File: config.mk
export PLATFORM = sky130hd
export DESIGN_NAME = ele_run_ctrl
export DESIGN_NICKNAME = d
export VERILOG_FILES = /design/src/rtl/ele_pkg.sv /design/src/rtl/ele_run_ctrl_travel_timer.sv /design/src/rtl/ele_run_ctrl.sv
export SDC_FILE = /design/constraint.sdc
export NUM_CORES = 1
export LEC_CHECK = 0
export ABC_AREA = 1
export CORE_MARGIN = 2
export CORE_UTILIZATION = 45
export DETAILED_ROUTE_END_ITERATION = 10
export DONT_BUFFER_PORTS = 1
export GPL_TIMING_DRIVEN = 0
export SLEW_MARGIN = 20
export SYNTH_ARGS = -nofsm -noshare
export SYNTH_HDL_FRONTEND = slang
export SYNTH_HIERARCHICAL = 1
export SYNTH_SLANG_ARGS = --single-unit
File: constraint.sdc
create_clock -name clk -period 2.06 [get_ports clk]
set_input_delay 0.309 -clock clk [delete_from_list [all_inputs] [get_ports clk]]
set_output_delay 0.309 -clock clk [all_outputs]
set_load 0.01 [all_outputs]
File: src/rtl/ele_pkg.sv
// ele_pkg: shared state, mode and floor encodings for the elevator controller
package ele_pkg;
  typedef enum logic [1:0] {S_IDLE, S_UP, S_DOWN, S_DOOR} state_t;
  localparam logic [1:0] MODE_STOP = 2'b00;
  localparam logic [1:0] MODE_UP   = 2'b01;
  localparam logic [1:0] MODE_DOWN = 2'b10;
  localparam logic [3:0] FLOOR1 = 4'b0001;
  localparam logic [3:0] FLOOR2 = 4'b0010;
  localparam logic [3:0] FLOOR3 = 4'b0100;
  localparam logic [3:0] FLOOR4 = 4'b1000;
  localparam int TRAVEL_CYC_DEF = 64;
  function automatic logic [3:0] req_above(input logic [3:0] r, input logic [3:0] p);
    return r & ~(p | (p - 4'd1));
  endfunction
  function automatic logic [3:0] req_below(input logic [3:0] r, input logic [3:0] p);
    return r & (p - 4'd1);
  endfunction
  function automatic logic [1:0] floor_enc(input logic [3:0] p);
    return {p[3] | p[2], p[3] | p[1]};
  endfunction
endpackage

File: src/rtl/ele_run_ctrl_travel_timer.sv
// travel_timer: floor-to-floor cycle counter with terminal-count pulse
module travel_timer #(
  parameter int TRAVEL_CYC = 64,
  parameter int CW = 7
) (
  input  logic clk,
  input  logic rst_n,
  input  logic en,
  input  logic clr,
  output logic tc
);
  logic [CW-1:0] cnt;
  assign tc = en && cnt == CW'(TRAVEL_CYC - 1);
  always_ff @(posedge clk)
    cnt <= (!rst_n || clr || tc) ? '0 : en ? cnt + 1'b1 : cnt;
endmodule

File: src/rtl/ele_run_ctrl.sv
// ele_run_ctrl: car motion and door sequencing FSM owning position and run mode
module ele_run_ctrl import ele_pkg::*; #(
  parameter int TRAVEL_CYC = TRAVEL_CYC_DEF,
  parameter int CW = 7
) (
  input  logic       clk,
  input  logic       rst_n,
  input  logic [3:0] all_req,
  input  logic       endOpen,
  output logic [3:0] position,
  output logic [1:0] ud_mode,
  output logic       opendoor,
  output logic       moving,
  output logic       arrive,
  output logic [1:0] floor_bin
);
  state_t state, travel_st;
  logic tc, dir_up;
  logic [3:0] np, ref_p, ahead, behind;
  logic [1:0] travel_mode;
  travel_timer #(.TRAVEL_CYC(TRAVEL_CYC), .CW(CW)) u_timer (
    .clk(clk), .rst_n(rst_n), .en(moving), .clr(~moving), .tc(tc)
  );
  // Travel states look ahead from the next floor; DOOR looks from the current one.
  always_comb begin
    dir_up = state == S_UP || (state == S_DOOR && ud_mode == MODE_UP);
    np = dir_up ? position << 1 : position >> 1;
    ref_p = state == S_DOOR ? position : np;
    ahead = dir_up ? req_above(all_req, ref_p) : req_below(all_req, ref_p);
    behind = dir_up ? req_below(all_req, ref_p) : req_above(all_req, ref_p);
    travel_st = |ahead ? (dir_up ? S_UP : S_DOWN) : |behind ? (dir_up ? S_DOWN : S_UP) : S_IDLE;
    travel_mode = travel_st == S_UP ? MODE_UP : travel_st == S_DOWN ? MODE_DOWN : MODE_STOP;
  end
  always_ff @(posedge clk) begin
    if (!rst_n) begin
      state <= S_IDLE;
      position <= FLOOR1;
      ud_mode <= MODE_STOP;
      opendoor <= 1'b0;
      moving <= 1'b0;
      arrive <= 1'b0;
    end else begin
      arrive <= 1'b0;
      case (state)
        S_IDLE:
          if (|(all_req & position)) begin
            state <= S_DOOR;
            opendoor <= 1'b1;
            ud_mode <= position == FLOOR4 ? MODE_DOWN : MODE_UP;
          end else if (|req_above(all_req, position)) begin
            state <= S_UP;
            ud_mode <= MODE_UP;
            moving <= 1'b1;
          end else if (|req_below(all_req, position)) begin
            state <= S_DOWN;
            ud_mode <= MODE_DOWN;
            moving <= 1'b1;
          end
        S_UP, S_DOWN:
          if (tc) begin
            if (np == '0) begin
              state <= S_IDLE;
              ud_mode <= MODE_STOP;
              moving <= 1'b0;
            end else begin
              position <= np;
              arrive <= 1'b1;
              if (|(all_req & np)) begin
                state <= S_DOOR;
                opendoor <= 1'b1;
                moving <= 1'b0;
              end else begin
                state <= travel_st;
                ud_mode <= travel_mode;
                moving <= travel_st != S_IDLE;
              end
            end
          end
        default:
          if (endOpen) begin
            opendoor <= 1'b0;
            state <= travel_st;
            ud_mode <= travel_mode;
            moving <= travel_st != S_IDLE;
          end
      endcase
    end
  end
  assign floor_bin = floor_enc(position);
endmodule
Word-level counts from Yosys, hierarchy flattened

Index checks and enable logic that the tools add are counted.

Add/subtract/negate cells: 3
Bitwise gates (word level): 14
Eq/ne operators: 16
Multiplexer cells: 40
Reduce and logical (&&, ||, !) cells: 23

Operator list:

| kind                  | count |
|---|---|
| $mux W2               | 19 |
| $and A4 B4 Y4         | 6 |
| $reduce_or A4 Y1      | 6 |
| $mux W4               | 4 |
| $mux W1               | 13 |
| $reduce_and A3 Y1     | 3 |
| $ne A2 B2 Y1 const B  | 4 |
| $not A4 Y4            | 2 |
| $or A4 B4 Y4          | 2 |
| $pmux W2 S2           | 2 |
| $reduce_and A4 Y1     | 2 |
| $sub A4 B1 Y4 const B | 2 |
| $add A7 B1 Y7 const B | 1 |
| $eq A7 B6 Y1 const B  | 1 |
| $eq A2 B1 Y1 const B  | 3 |
| $eq A2 B2 Y1 const B  | 3 |
| $ne A3 B3 Y1 const B  | 2 |
| $reduce_and A5 Y1     | 1 |
| $eq A4 B4 Y1 const B  | 1 |
| $logic_not A4 Y1      | 1 |
| $ne A4 B4 Y1 const B  | 1 |
| $pmux W1 S2           | 2 |
| $logic_or A1 B1 Y1    | 3 |
| $reduce_bool A3 Y1    | 1 |
| other kinds (8)       | 11 |

Register bits after elaboration: 18
Word-level logic and storage cells: 103
Input bits: 7
Output and inout port bits: 11

Depth between registers and ports, before layout

Word-level depth: 20
Depth in mapped cells: 18
Gate-level depth less buffers: 18

Modules after synthesis

Netlist, hierarchy kept.

Modules (own cells, without submodules):

| module       | cells each | area each (µm²) | instances | seq. area each (µm²) |
|---|---|---|---|---|
| ele_run_ctrl | 167        | 1098.6          | 1         | 220.2 |
| travel_timer | 46         | 335.3           | 1         | 140.1 |

Least setup slack after synthesis

No wires, ideal clock.

Path type: reg2reg
From: register state[0]
To: register state[1]
Path slack: -0.049 ns
Data required time: 1.990 ns
Cell stages (with the launch flop): 18
Data arrival time: 2.039 ns
Buffers on the path: 0
Library setup time: 0.070 ns
Clock period less this slack: 2.109 ns
Path through: dfxtp_1 > ha_1 > nand3_2 > nand2_4 > nand2_2 > o21ai_2 > nand2_1 > o21ai_0 > nand3_1 > ha_1 > a22o_1 > inv_1 > nand2_2 > clkinv_1 > nand2_1 > nand2_1 > nand2_2 > a21oi_1

Cells in the longest elaborated chain, start to end: 17
Elaborated cells between the ends (all ways): 34
Those cells by class: add/sub: 1; eq/ne: 5; mux: 13; bitwise: 5; reduce/logical: 10

RTL lines:

| item                   | RTL line                               | RTL |
|---|---|---|
| start, declared        | ele_run_ctrl.sv:17                     | `state_t state, travel_st;` |
| start signal, assigned | ele_run_ctrl.sv:73                     | `state <= travel_st;` |
| start signal, assigned | ele_run_ctrl.sv:82                     | `state <= travel_st;` |
| $eq A2 B2 Y1           | ele_run_ctrl.sv:26, ele_run_ctrl.sv:28 |  |
| $logic_and A1 B1 Y1    | ele_run_ctrl.sv:26                     | `dir_up = state == S_UP \|\| (state == S_DOOR && ud_mode == MODE_UP);` |
| $logic_or A1 B1 Y1     | ele_run_ctrl.sv:26                     |  |
| $mux W4                | ele_run_ctrl.sv:27                     | `np = dir_up ? position << 1 : position >> 1;` |
| $mux W4                | ele_run_ctrl.sv:28                     | `ref_p = state == S_DOOR ? position : np;` |
| $sub A4 B1 Y4          | ele_pkg.sv:13, ele_pkg.sv:16           |  |
| $or A4 B4 Y4           | ele_pkg.sv:13                          | `return r & ~(p \| (p - 4'd1));` |
| $not A4 Y4             | ele_pkg.sv:13                          |  |
| $and A4 B4 Y4          | ele_pkg.sv:13                          |  |
| $mux W4                | ele_run_ctrl.sv:30                     | `behind = dir_up ? req_below(all_req, ref_p) : req_above(all_req, ref_p);` |
| $reduce_or A4 Y1       | ele_run_ctrl.sv:31                     | `travel_st = \|ahead ? (dir_up ? S_UP : S_DOWN) : \|behind ? (dir_up ? S_DOWN : S_UP) : S_IDLE;` |
| $mux W2 (2 in series)  | ele_run_ctrl.sv:31                     |  |
| $mux W2                | ele_run_ctrl.sv:68                     | `if (\|(all_req & np)) begin` |
| $mux W2                | ele_run_ctrl.sv:61                     | `if (np == '0) begin` |
| $mux W2                | ele_run_ctrl.sv:60                     | `if (tc) begin` |
| $pmux W2 S2            | ele_run_ctrl.sv:44                     | `case (state)` |

Several ways; a longest one is shown, not always the timed one. The select of a mux whose other input is x is not followed.
A chain may end at the register's enable or synchronous reset.

Worst setup path in the final report

From: register state[1]
To: register state[1]

The elaborated chain is that of the path after synthesis.

==> results by group <==
Run status
  – Run status: complete, but fails checks
  – Failing checks: negative setup slack

Detailed routing
  – DRC viols: 0
  – WL/cell: 13.0 um
  – Vias: 1415
  – Initial DRC Count: around 130
  – DR pass1 iterations: 4
  – Via density: 5.15
  – Total Wirelength: 3.56 mm
  – ANT nets after route: 0

GRT
  – Largest net degree at the start of global routing: 11
  – GRT Total Usage: 21.7%
  – Initial antenna violation count: 0
  – Vias in the first global route: 1274
  – Grt ovf: 0
  – First-pass GRT wire length: 5.87 mm

Floorplanning
  – Die Y: roughly 60 um
  – Die Area: 3650 um2
  – Initial Util: 47.0%
  – DIE WIDTH: 60.5 um
  – I/O Pins: 18
  – Core area: 3050 um2
  – Floorplan row count: 20

Clock tree
  – CTS tree: done
  – Clock Tree Buf Depth: 2
  – Hold bufs inserted after CTS: 0
  – Root buf cell: clkbuf_4
  – CTS H-tree lvls: 1
  – Clock sink total: 18
  – Worst skew pair latency: 300 ps
  – Clock buffer count from CTS: 3
  – Clock transition at path regs: 120 ps

Power and ir drop
  – Worst vdd ir: around 620 uV
  – Sw Ratio: approximately 47%
  – Clock group share of total power: 11.1%
  – Power density cells: 1170 nW/um2
  – Leakage: 0.788 nW
  – Net switching power: around 0.99 mW
  – Design Power: 2.09 mW
  – Sequential Power Share: about a quarter
  – Comb pwr share: 65.3%
  – Cell internal pwr: ~1.1 mW

Timing
  – Crit share post-route: 101%
  – Worst-Margin Slew: 342 ps
  – Min Hold Slack: 123 ps
  – Min Tclk post-route: between 2000 and 2500 ps
  – Slew HR: 77.2%
  – Setup ws final: -16.1 ps
  – Max Slew Vio Count: 0
  – Setup TNS: -16.1 ps
  – RSZ-0062 raised after global routing: yes
  – Endpoints failing setup: 1
  – Final Hold Viols: 0
  – Clk_skew: 7.32 ps
  – F_max: between 400 and 500 MHz

Job
  – Max cap viols: 0

Logic synthesis
  – FF+latch count, synth: 18
  – Post-Syn Nets: 230
  – Synth warn: 6
  – Distinct cells, synth: 29
  – Syn Std Cell Area: 1430 um2
  – Synth Instances: 213
  – Most area-hungry cell type in the Yosys netlist: dfxtp_1
  – Syn avg cell area: 6.73 um2
  – Synth top area share: 25.1%
  – Seq/Total Area, Yosys: 25.1%
  – Top post-synthesis cells by area: dfxtp_1, nand2_1, ha_1

Final layout
  – Final Net Count: approximately 250
  – Area Growth Syn to Fin: 24.3%
  – Commonest non-fill, non-tap cell in the layout: nand2_1
  – ANT cells: 0
  – Final instance area: 1780 um2
  – Share of post-route cells with drive strength above 1: 34.6%
  – Most frequent cells in the layout: nand2_1, inv_1, nor2_1
  – Util after Layout: 58.4%
  – Fillcell total: 301

Setup path
  – Worst-path fanout max: 5
  – CP arrival: around 2300 ps
  – R2R Setup Slk: -20 ps
  – Worst r2r dst: state[1]
  – FF-to-FF Start: state[1]
  – Crit path kind: reg2reg
  – Crit. End Element: register
  – Crit start category: register
  – Reg2reg path depth: 17
  – Worst EP required: 2300 ps

Placement
  – Gpl congestion: 0.821
  – Dpl hpwl: 2.65 mm
  – Cell Area, Placed: 1510 um2
  – Port bufs: 0

Hold path
  – Hold WC Path Type: in2reg
  – Worst hold endpoint: position[2]
  – Hold path cells: 2
  – Hold wc startpoint: rst_n
## how the worst max path moves through the flow
| stage | start | to | slack, ps |
|---|---|---|---|
| final | state[1] | state[1] | -20 |
| after global placement | state[0] | state[1] | -240 |
| after detailed placement | state[0] | state[1] | -290 |
| after global routing | state[0] | state[1] | -150 |
| after floorplan | state[0] | state[1] | 7 |
| after CTS | state[0] | state[1] | -30 |
## power by group through the flow
stage / registers, mW / logic [mW] / clock network [mW]
after detailed placement: 0.486 / 0.997 / 0
after global placement: 0.484 / 0.972 / 0
after global routing: 0.504 / 1.51 / 0.248
after floorplan: 0.472 / 0.842 / 0
final: 0.493 / 1.37 / 0.233
after CTS: 0.493 / 1.19 / 0.234
## kinds of logic after synthesis
| logic type | synth area share [%] |
|---|---|
| AO/OA/AOI/OAI | 15.5 |
| XOR/XNOR | 2.44 |
| adder cells (fa/ha/maj) | 8.73 |
| buffers and inverters | 11.0 |
| flip-flops | 25.1 |
| AND/OR/NAND/NOR | 37.2 |
## synth_stat cells
master     n
o21ai_2    3
ha_1      10
nand3_2    7
and2_1     1
o21ai_0    8
nor2_1    18
o21ai_1    6
inv_1     26
nand2_4    3
a22o_1     2
dfxtp_1   18
buf_4      1
xor2_1     1
a21oi_2    2
nor3_1     2
nand2_1   43
nand4_1    1
nor2_2     2
nor2_4     2
nand2_2   10
buf_6      1
o31ai_2    1
clkinv_1   1
o22ai_1    1
a21oi_1   13
inv_2     10
nand3_1   16
o211ai_1   1
xnor2_1    3
## layer usage
layer  track usage [%]  share of wire (%)  vias to the layer above
met4              3.73               0.53                        0
li1                  -                  -                      719
met2              35.6                 46                       36
met3              6.61                6.6                        2
met5                 0                  0                        -
met1              28.7                 47                      658
## through the flow
stage                     instances  setup slack (ps)
after floorplan                 213              6.89
after global placement          257              -239
after detailed placement        257              -291
after CTS                       271             -26.0
after global routing            275              -152
final                           275             -16.1
## area by class of cell
cell class,count,area [um2],area share [%]
Multi-Input combinational cell,156,1040,58.5
Sequential cell,18,374,21.0
Inverter,37,146,8.22
Timing Repair Buffer,14,109,6.11
Tap cell,44,55.1,3.09
Clock buffer,4,36.3,2.04
Buffer,2,18.8,1.05
## critical path, stage by stage (launching register included)
cell and delay (ps):
dfxtp_4 400, inv_4 40, ha_4 160, inv_4 80, nand2_8 80, o21ai_4 160
nand2_1 80, o21ai_2 70, nand3_2 100, ha_4 160, a22o_1 200, inv_2 70
nand2_4 60, clkinv_1 40, nand2_1 40, nand2_1 70, nand2_2 70, a21oi_2 120
## sequential cells by signal, indices dropped and copies added (netlist names)
name         count
ud_mode          2
position         4
state            2
moving           1
arrive           1
u_timer/cnt      7
opendoor         1
## repair_timing
action	CTS	global route
endpoints found under the setup margin	5	5
buffers inserted	10	4
pin swaps	9	9
gates resized for setup	22	13
Power figures use the tool's default switching activity.
